$ cat config.mk
export PLATFORM = sky130hd
export DESIGN_NAME = fetch_scheduler
export DESIGN_NICKNAME = d
export VERILOG_FILES = /design/src/rtl/fetch_scheduler.sv
export SDC_FILE = /design/constraint.sdc
export NUM_CORES = 1
export LEC_CHECK = 0
export CORE_ASPECT_RATIO = 1.2
export CORE_UTILIZATION = 48
export CTS_BUF_LIST = sky130_fd_sc_hd__clkbuf_8
export DETAILED_ROUTE_END_ITERATION = 8
export HOLD_SLACK_MARGIN = 0.15
export PLACE_DENSITY = 0.79
export RECOVER_POWER = 25
export SYNTH_ARGS = -nofsm -noshare
export SYNTH_HDL_FRONTEND = slang
export SYNTH_SLANG_ARGS = --single-unit
$ cat constraint.sdc
create_clock -name clk -period 2.5 [get_ports clk]
set_input_delay 0.5 -clock clk [delete_from_list [all_inputs] [get_ports clk]]
set_output_delay 0.5 -clock clk [all_outputs]
set_load 0.01 [all_outputs]
$ cat src/rtl/fetch_scheduler.sv
// fetch_scheduler: frame fetch sequencer with row-credit throttling and returned-beat tracking.
// Define FETCH_PERF_EN to enable the stall/frame cycle counters; otherwise they read 0.
module fetch_scheduler #(
   parameter int MAX_ROW     = 540,
   parameter int MAX_COL     = 540,
   parameter int CREDIT_ROWS = 3
) (
   input  logic        clk,
   input  logic        rst_n,
   input  logic        start_i,
   output logic        busy_o,
   output logic        frame_done_o,
   output logic        fetch_run_o,
   input  logic        data_en_i,
   input  logic        row_release_i,
   output logic [2:0]  credit_o,
   output logic [9:0]  row_cnt_o,
   output logic [23:0] stall_cycles_o,
   output logic [23:0] frame_cycles_o,
   output logic        err_o
);
   localparam logic [18:0] TOTAL = 19'(MAX_ROW * MAX_COL);
   localparam logic [2:0]  CR    = 3'(CREDIT_ROWS);

   typedef enum logic [2:0] {IDLE, RUN, STALL, DRAIN, DONE} state_t;
   state_t state, state_nx;

   logic [9:0]  col;
   logic [18:0] beats;
   logic        row_end, last_row;
   logic [2:0]  credit_row;

   always_comb begin
      row_end    = state == RUN && col == 10'(MAX_COL - 1);
      last_row   = row_cnt_o == 10'(MAX_ROW - 1);
      credit_row = row_release_i ? credit_o : credit_o - 3'd1;
   end

   always_ff @(posedge clk)
      state <= !rst_n ? IDLE : state_nx;

   always_comb begin
      state_nx = state;
      case (state)
         IDLE:    state_nx = start_i ? RUN : IDLE;
         RUN:     state_nx = !row_end ? RUN : last_row ? DRAIN : credit_row == 3'd0 ? STALL : RUN;
         STALL:   state_nx = row_release_i ? RUN : STALL;
         DRAIN:   state_nx = beats == TOTAL ? DONE : DRAIN;
         DONE:    state_nx = IDLE;
         default: state_nx = IDLE;
      endcase
   end

   always_comb busy_o = state != IDLE;

   // fetch_run_o and frame_done_o are registered from the next state so no input reaches them combinationally
   always_ff @(posedge clk) begin
      if (!rst_n) begin
         fetch_run_o  <= 1'b0;
         frame_done_o <= 1'b0;
         credit_o     <= 3'd0;
         row_cnt_o    <= 10'd0;
         err_o        <= 1'b0;
         col          <= 10'd0;
         beats        <= 19'd0;
      end else begin
         fetch_run_o  <= state_nx == RUN;
         frame_done_o <= state_nx == DONE;
         if (state == IDLE) begin
            if (start_i) begin
               credit_o  <= CR;
               row_cnt_o <= 10'd0;
               err_o     <= 1'b0;
               col       <= 10'd0;
               beats     <= 19'd0;
            end else if (data_en_i) begin
               err_o <= 1'b1;
            end
         end else begin
            col       <= row_end ? 10'd0 : state == RUN ? col + 10'd1 : col;
            row_cnt_o <= row_end ? row_cnt_o + 10'd1 : row_cnt_o;
            credit_o  <= row_end ? credit_row : (row_release_i && credit_o != CR) ? credit_o + 3'd1 : credit_o;
            if (row_release_i && !row_end && credit_o == CR)
               err_o <= 1'b1;
            if (data_en_i && state != DONE) begin
               beats <= beats + 19'd1;
               if (beats >= TOTAL)
                  err_o <= 1'b1;
            end
         end
      end
   end

`ifdef FETCH_PERF_EN
   logic [23:0] stall_q, frame_q;
   always_ff @(posedge clk) begin
      if (!rst_n || (state == IDLE && start_i)) begin
         stall_q <= 24'd0;
         frame_q <= 24'd0;
      end else begin
         if (state == STALL && !(&stall_q))
            stall_q <= stall_q + 24'd1;
         if ((state == RUN || state == STALL || state == DRAIN) && !(&frame_q))
            frame_q <= frame_q + 24'd1;
      end
   end
   assign stall_cycles_o = stall_q;
   assign frame_cycles_o = frame_q;
`else
   assign stall_cycles_o = 24'd0;
   assign frame_cycles_o = 24'd0;
`endif
endmodule

==> flow_summary_export.csv, run 1 <==
group,metric,value,unit
power,total_power,1.481,mW
die,die_area,6583,µm²
sta,holdWs,0.4938,ns
yosys,synth.yosys.warnings,0,
drt,pre_repair_dr_iteration_count,4,
sta,final_period_minus_worst_setup_slack,2.332,ns
drt,dr.max_layer_used,"met4",
setup_path,arrival,1.83,ns
yosys,ys_async_sr_fraction,0,%
setup_path,startpoint_type,"register",
power,ir_drop,0.4149,mV
sta,worstMarginPinSlew,0.5249,ns
setup_path,critPathRequiredTime,2.00,ns
placement,detailed_place_hpwl,4538,µm
clock_network,htreeDepth,2,
grt,grt_start_max_net_pins,17,
yosys,ys_dominant_reg_cell,"dfxtp_1",
drt,met2_length,2892,µm
sta,report.final.setup_viol,0,
setup_path,delay_of_the_slowest_cell_on_the_worst_path,0.54,ns
grt,grt_pass1_wl,10220,µm
die,ioPinCount,70,
outcome,outcome,"finished clean",
drt,wl_per_cell,12.49,µm
yosys,synth.avg_cell_area,8.123,µm²
placement,dp.cells,475,
yosys,ys_seq_area_share,31.97,%
grt,grt_antenna_before_repair,0,
hold_path,worstHoldPathType,"register to register",
drt,post_drt_via_cell_ratio,5.412,
yosys,synth_top_cell_area_share,31.97,%
layout,finish.cell_count_without_fillers,483,
setup_path,end_kind,"primary output",
run,maxCapViolCount,0,
sta,maxClockFrequency,0.4288,GHz
clock_network,cts_root_buffer,"clkbuf_8",
yosys,synth_enable_flop_cells,0,
clock_network,clock_insertion_delay_worst_skew,0.31,ns
power,p_per_area,450.5,nW/µm²
drt,met1Wirelength,2786,µm
grt,global_route.overflow_total,0,
power,power_leakage,1.274,nW
layout,postLayoutCellArea,3287,µm²
drt,routed-wl-met3,278,µm
layout,num-nets-final,412,
yosys,synthDistinctLibCells,56,
placement,final_gp_congestion,0.8330,
setup_path,crit_path_cell_trace,"or3_1 -> clkdlybuf4s50_1",
clock_network,clkSlewWorstSetupHoldPaths,0.09,ns
clock_network,post_cts_repair_setup_buffers,0,
layout,antenna-diode-count,0,
layout,share_of_layout_cells_above_drive_strength_1,8.479,%
drt,drc,0,
sta,slew_violations,0,
clock_network,tritoncts.num_buffers,5,
yosys,postSynthCellCount,370,
die,initial_utilization,49.67,%
drt,finalWirelength,6033,µm
die,floorplan.core_area,6051,µm²
drt,antenna_left,0,
sta,report.final.hold_viol_count,0,
drt,vias,2614,
clock_network,cts-hold-fix-buffers,0,
die,y_dimension_of_the_die,88.68,µm
clock_network,post_cts_resize_count,0,
clock_network,cts-root-to-sink-buffers,2,
yosys,syn-cell-area,3005,µm²
die,die_width,74.24,µm
yosys,synth-seq-cells,48,
setup_path,critical_path_class,"register to primary output",
layout,flow.area_growth_from_synthesis,9.367,%
yosys,synth.area.top_cells,"dfxtp_1, buf_4, xnor2_1",
placement,detailed_place.area,3207,µm²
sta,worst_slew_margin_rel,64.73,%
setup_path,worstPathMaxFanout,15,
sta,min_period_over_period,93.29,%
clock_network,tritoncts_clock_tree,"built",
grt,grt_pass1_vias,2248,
placement,port_buffers,21,
sta,worst_clock_skew,0.005919,ns
drt,detailedRoute.firstIterationViolations,173,
sta,setup-tns-final,0,ns
grt,grt_util_all_layers,19.81,%
setup_path,crit_slowest_cell,"or3_1",
clock_network,cts_sinks,48,
die,rows,31,
sta,rsz_0062_raised_after_global_routing,"no",
yosys,synth_top_area_cell,"dfxtp_1",
[final timing paths]
kind / startpoint / end / slack (ns) / cells after the start
min reg2reg: row_cnt_o[9]$_SDFFE_PN0P_ / row_cnt_o[9]$_SDFFE_PN0P_ / 0.49 / 2
min: row_cnt_o[9]$_SDFFE_PN0P_ / row_cnt_o[9]$_SDFFE_PN0P_ / 0.49 / 2
max reg2reg: col[0]$_SDFFE_PN0P_ / row_cnt_o[9]$_SDFFE_PN0P_ / 0.20 / 5
max: state[0]$_SDFF_PN0_ / busy_o / 0.17 / 2
[layer usage]
layer	vias up	global-route usage, %
met2	73	32.56
met4	0	5.660
met3	9	4.100
li1	1305	-
met5	-	0
met1	1227	26.17
[layout make-up]
| type | instances | area (µm²) |
|---|---|---|
| flip-flops and latches | 48 | 960.9 |
| well taps | 82 | 102.6 |
| clock inverters | 3 | 18.77 |
| clock buffers | 5 | 68.82 |
| multi-input cells | 288 | 1727 |
| inverters | 17 | 63.81 |
| repair buffers | 40 | 345.3 |
| fillers | 602 | 2764 |
[cells in the mapped netlist, drive strengths merged (7+ instances only)]
library cell / number
mux2i: 7
or4: 10
dfxtp: 48
o21ai: 11
nand2: 20
a21oi: 19
nor2: 27
nand3: 18
and3: 8
nor3: 8
inv: 17
buf: 51
xnor2: 14
nand4: 8
o31ai: 7
nor4: 8
ha: 7
or3: 8
clkbuf: 13
[cells in the final DEF (no fill, tap or decap), drive strengths merged, types with 7 or more instances in the layout]
master         count
ha                 7
inv               17
xnor2             14
o31ai              7
or3                8
nor4               8
and3               8
o21ai             11
clkdlybuf4s50      9
buf               17
mux2i              7
nor2              27
nand3             18
nand2             20
a21oi             19
nand4              8
dfxtp             48
clkbuf             7
nor3               8
dlygate4sd3       12
or4               10
conb              48
[stage by stage]
step,util (%),setup slack (ns)
after floorplan,-,0.2308
after global placement,53.00,0.1152
after detailed placement,53.00,0.08880
after CTS,54.45,0.1672
after global routing,54.32,0.04560
final,54.32,0.1677
[where the power goes]
part	switching [mW]	internal (mW)	total [mW]
logic	0.128	0.0802	0.208
registers	0.0204	0.778	0.798
clock network	0.279	0.196	0.475
total	0.427	1.05	1.48
[worst max-delay path, delay by kind of cell (launching register included)]
| family | cells | cell delay, ns |
|---|---|---|
| simple gates | 1 | 0.54 |
| buf+inv | 1 | 0.52 |
| flops | 1 | 0.46 |
[registers in the layout, summed over array words and instances (netlist names)]
name	count
beats	19
credit_o	3
fetch_run_o	1
err_o	1
col	10
row_cnt_o	10
state	3
frame_done_o	1
[cells by family after synthesis]
kind of cell | synth area share [%]
AO/OA/AOI/OAI | 13.95
XOR/XNOR | 4.371
adder cells (fa/ha/maj) | 2.914
buffers and inverters | 16.44
flip-flops | 31.97
multiplexers | 3.081
other | 0.1248
AND/OR/NAND/NOR | 27.14
Power figures use the tool's default switching activity.
==> inputs of run 2 (changes only) <==
- CTS_CLUSTER_SIZE: not set -> 24
==> results of run 2 <==
Final layout, timing and power as in run 1 (identical DEF).
==> inputs of run 3 (changes only) <==
--- a/config.mk
+++ b/config.mk
@@ -9,5 +9,5 @@
 export CORE_UTILIZATION = 48
 export CTS_BUF_LIST = sky130_fd_sc_hd__clkbuf_8
-export CTS_CLUSTER_SIZE = 24
+export CTS_CLUSTER_SIZE = 10
 export DETAILED_ROUTE_END_ITERATION = 8
 export HOLD_SLACK_MARGIN = 0.15
==> constraint.sdc (replaced) <==
create_clock -name clk -period 2.5 [get_ports clk]
set_input_delay 0.5 -clock clk [delete_from_list [all_inputs] [get_ports clk]]
set_output_delay 0.5 -clock clk [all_outputs]
set_load 0.005 [all_outputs]
==> flow_summary_export.csv, run 3 (synthesis results as in run 1) <==
group,metric,value,unit
die,floorplan.core_area,6051,µm²
clock_network,htreeDepth,2,
drt,antenna_left,0,
setup_path,critical_path_class,"register to register",
drt,wl_per_cell,12.40,µm
setup_path,critPathRequiredTime,2.75,ns
setup_path,crit_slowest_cell,"or4_1",
setup_path,timing.reg2reg.setup_slack,0.18,ns
die,y_dimension_of_the_die,88.68,µm
setup_path,delay_of_the_slowest_cell_on_the_worst_path,0.53,ns
layout,flow.area_growth_from_synthesis,10.07,%
layout,largest_register_ffs,19,
sta,report.final.setup_viol,0,
layout,num-nets-final,413,
layout,share_of_layout_cells_above_drive_strength_1,8.955,%
sta,worst_clock_skew,0.008000,ns
sta,slew_violations,0,
placement,detailed_place_hpwl,4494,µm
power,total_power,1.478,mW
setup_path,worst-r2r-cell-count,5,
drt,finalWirelength,6000,µm
clock_network,tritoncts_clock_tree,"built",
drt,detailedRoute.firstIterationViolations,117,
grt,global_route.overflow_total,0,
power,comb_power_share,13.3,%
clock_network,clkSlewWorstSetupHoldPaths,0.09,ns
sta,rsz_0062_raised_after_global_routing,"no",
power,power.sequential.fraction,53.6,%
drt,drc,0,
setup_path,startpoint,"col[0]$_SDFFE_PN0P_",
setup_path,crit_path_cell_trace,"ha_1 -> or4b_1 -> or3_1 -> or4_1 -> a21oi_1",
die,ioPinCount,70,
placement,final_gp_congestion,0.8310,
drt,pre_repair_dr_iteration_count,4,
hold_path,worstHoldPathType,"register to register",
layout,registers.top_by_ff_count,"beats",
sta,worst_slew_margin_rel,58.31,%
die,die_area,6583,µm²
drt,post_drt_via_cell_ratio,5.362,
outcome,outcome,"finished clean",
placement,port_buffers,21,
sta,min_period_over_period,92.64,%
clock_network,cts_sinks,48,
layout,most-common-layout-cells,"conb_1, dfxtp_1, nor2_1, nand2_1, buf_4",
drt,vias,2595,
setup_path,worstPathMaxFanout,6,
power,ir_drop,0.3995,mV
run,maxCapViolCount,0,
clock_network,cts-hold-fix-buffers,0,
die,initial_utilization,49.67,%
sta,maxClockFrequency,0.4318,GHz
power,power_leakage,1.296,nW
grt,grt_antenna_before_repair,0,
clock_network,tritoncts.num_buffers,5,
clock_network,cts-root-to-sink-buffers,2,
layout,postLayoutCellArea,3308,µm²
sta,report.final.hold_viol_count,0,
power,clockPowerShare,33.0,%
setup_path,end_kind,"register",
clock_network,post_cts_repair_setup_buffers,0,
grt,grt_util_all_layers,19.27,%
grt,grt_start_max_net_pins,17,
layout,biggestRegsByFlops,"beats: 19 flops, col: 10 flops, row_cnt_o: 10 flops",
sta,worstMarginPinSlew,0.6188,ns
grt,grt_pass1_wl,10030,µm
die,die_width,74.24,µm
power,power.switching_fraction,26.74,%
layout,antenna-diode-count,0,
setup_path,startpoint_type,"register",
power,internal_power,1.083,mW
power,switchingPower,395.2,µW
power,p_per_area,446.7,nW/µm²
setup_path,arrival,2.56,ns
sta,final_period_minus_worst_setup_slack,2.316,ns
die,rows,31,
clock_network,cts_root_buffer,"clkbuf_8",
clock_network,post_cts_resize_count,0,
clock_network,clock_insertion_delay_worst_skew,0.31,ns
setup_path,crit-reg2reg-launch,"col[0]$_SDFFE_PN0P_",
placement,detailed_place.area,3214,µm²
setup_path,reg2reg_to,"row_cnt_o[7]$_SDFFE_PN0P_",
grt,grt_pass1_vias,2220,
sta,setup-tns-final,0,ns
setup_path,critical_path.endpoint,"row_cnt_o[7]$_SDFFE_PN0P_",
[run 3: stage by stage]
| step | worst slack [ns] | hold slack [ns] | utilization, % | std cells |
|---|---|---|---|---|
| after floorplan | 0.2308 | 0.4426 | - | 417 |
| after global placement | 0.1134 | 0.4734 | 53.12 | 476 |
| after detailed placement | 0.09045 | 0.4860 | 53.12 | 476 |
| after CTS | 0.1866 | 0.4993 | 54.67 | 484 |
| after global routing | 0.05443 | 0.5128 | 54.67 | 484 |
| final | 0.1841 | 0.4941 | 54.67 | 484 |
[run 3: worst min-delay path by stage]
stage | slack (ns) | endpoint | from | cells past startpoint
2_1_floorplan | 0.44 | col[8]$_SDFFE_PN0P_ | col[8]$_SDFFE_PN0P_ | 1
3_3_place_gp | 0.47 | col[8]$_SDFFE_PN0P_ | col[8]$_SDFFE_PN0P_ | 1
3_5_place_dp | 0.49 | row_cnt_o[9]$_SDFFE_PN0P_ | row_cnt_o[9]$_SDFFE_PN0P_ | 2
4_1_cts | 0.50 | row_cnt_o[9]$_SDFFE_PN0P_ | row_cnt_o[9]$_SDFFE_PN0P_ | 2
5_1_grt | 0.51 | row_cnt_o[9]$_SDFFE_PN0P_ | row_cnt_o[9]$_SDFFE_PN0P_ | 2
6_report | 0.49 | row_cnt_o[9]$_SDFFE_PN0P_ | row_cnt_o[9]$_SDFFE_PN0P_ | 2
[run 3: worst max-delay path: cells and delay by family (launching register included)]
| family | cells | cell delay, ns |
|---|---|---|
| flops | 1 | 0.40 |
| fa+ha+maj | 1 | 0.20 |
| simple gates | 3 | 1.51 |
| compound gates | 1 | 0.14 |
[run 3: layer usage]
layer / part of all wire, % / up-vias / track usage, %
met5: 0 / - / 0
met4: 0.98 / 0 / 4.803
met3: 6.2 / 8 / 4.328
met2: 48 / 76 / 31.49
met1: 45 / 1213 / 25.68
li1: - / 1298 / -
[run 3: cell type report]
cell class,instances,area (µm²)
Fill cell,566,2743
Multi-Input combinational cell,288,1727
Clock buffer,6,82.58
Sequential cell,48,960.9
Inverter,17,63.81
Clock inverter,2,11.26
Timing Repair Buffer,41,360.3
Tap cell,82,102.6
[run 3: power groups by stage]
stage | Combinational (mW) | Sequential [mW] | Clock [mW]
after floorplan | 0.178 | 0.808 | 0
after global placement | 0.194 | 0.810 | 0
after detailed placement | 0.198 | 0.811 | 0
after CTS | 0.199 | 0.793 | 0.503
after global routing | 0.226 | 0.795 | 0.525
final | 0.197 | 0.792 | 0.488
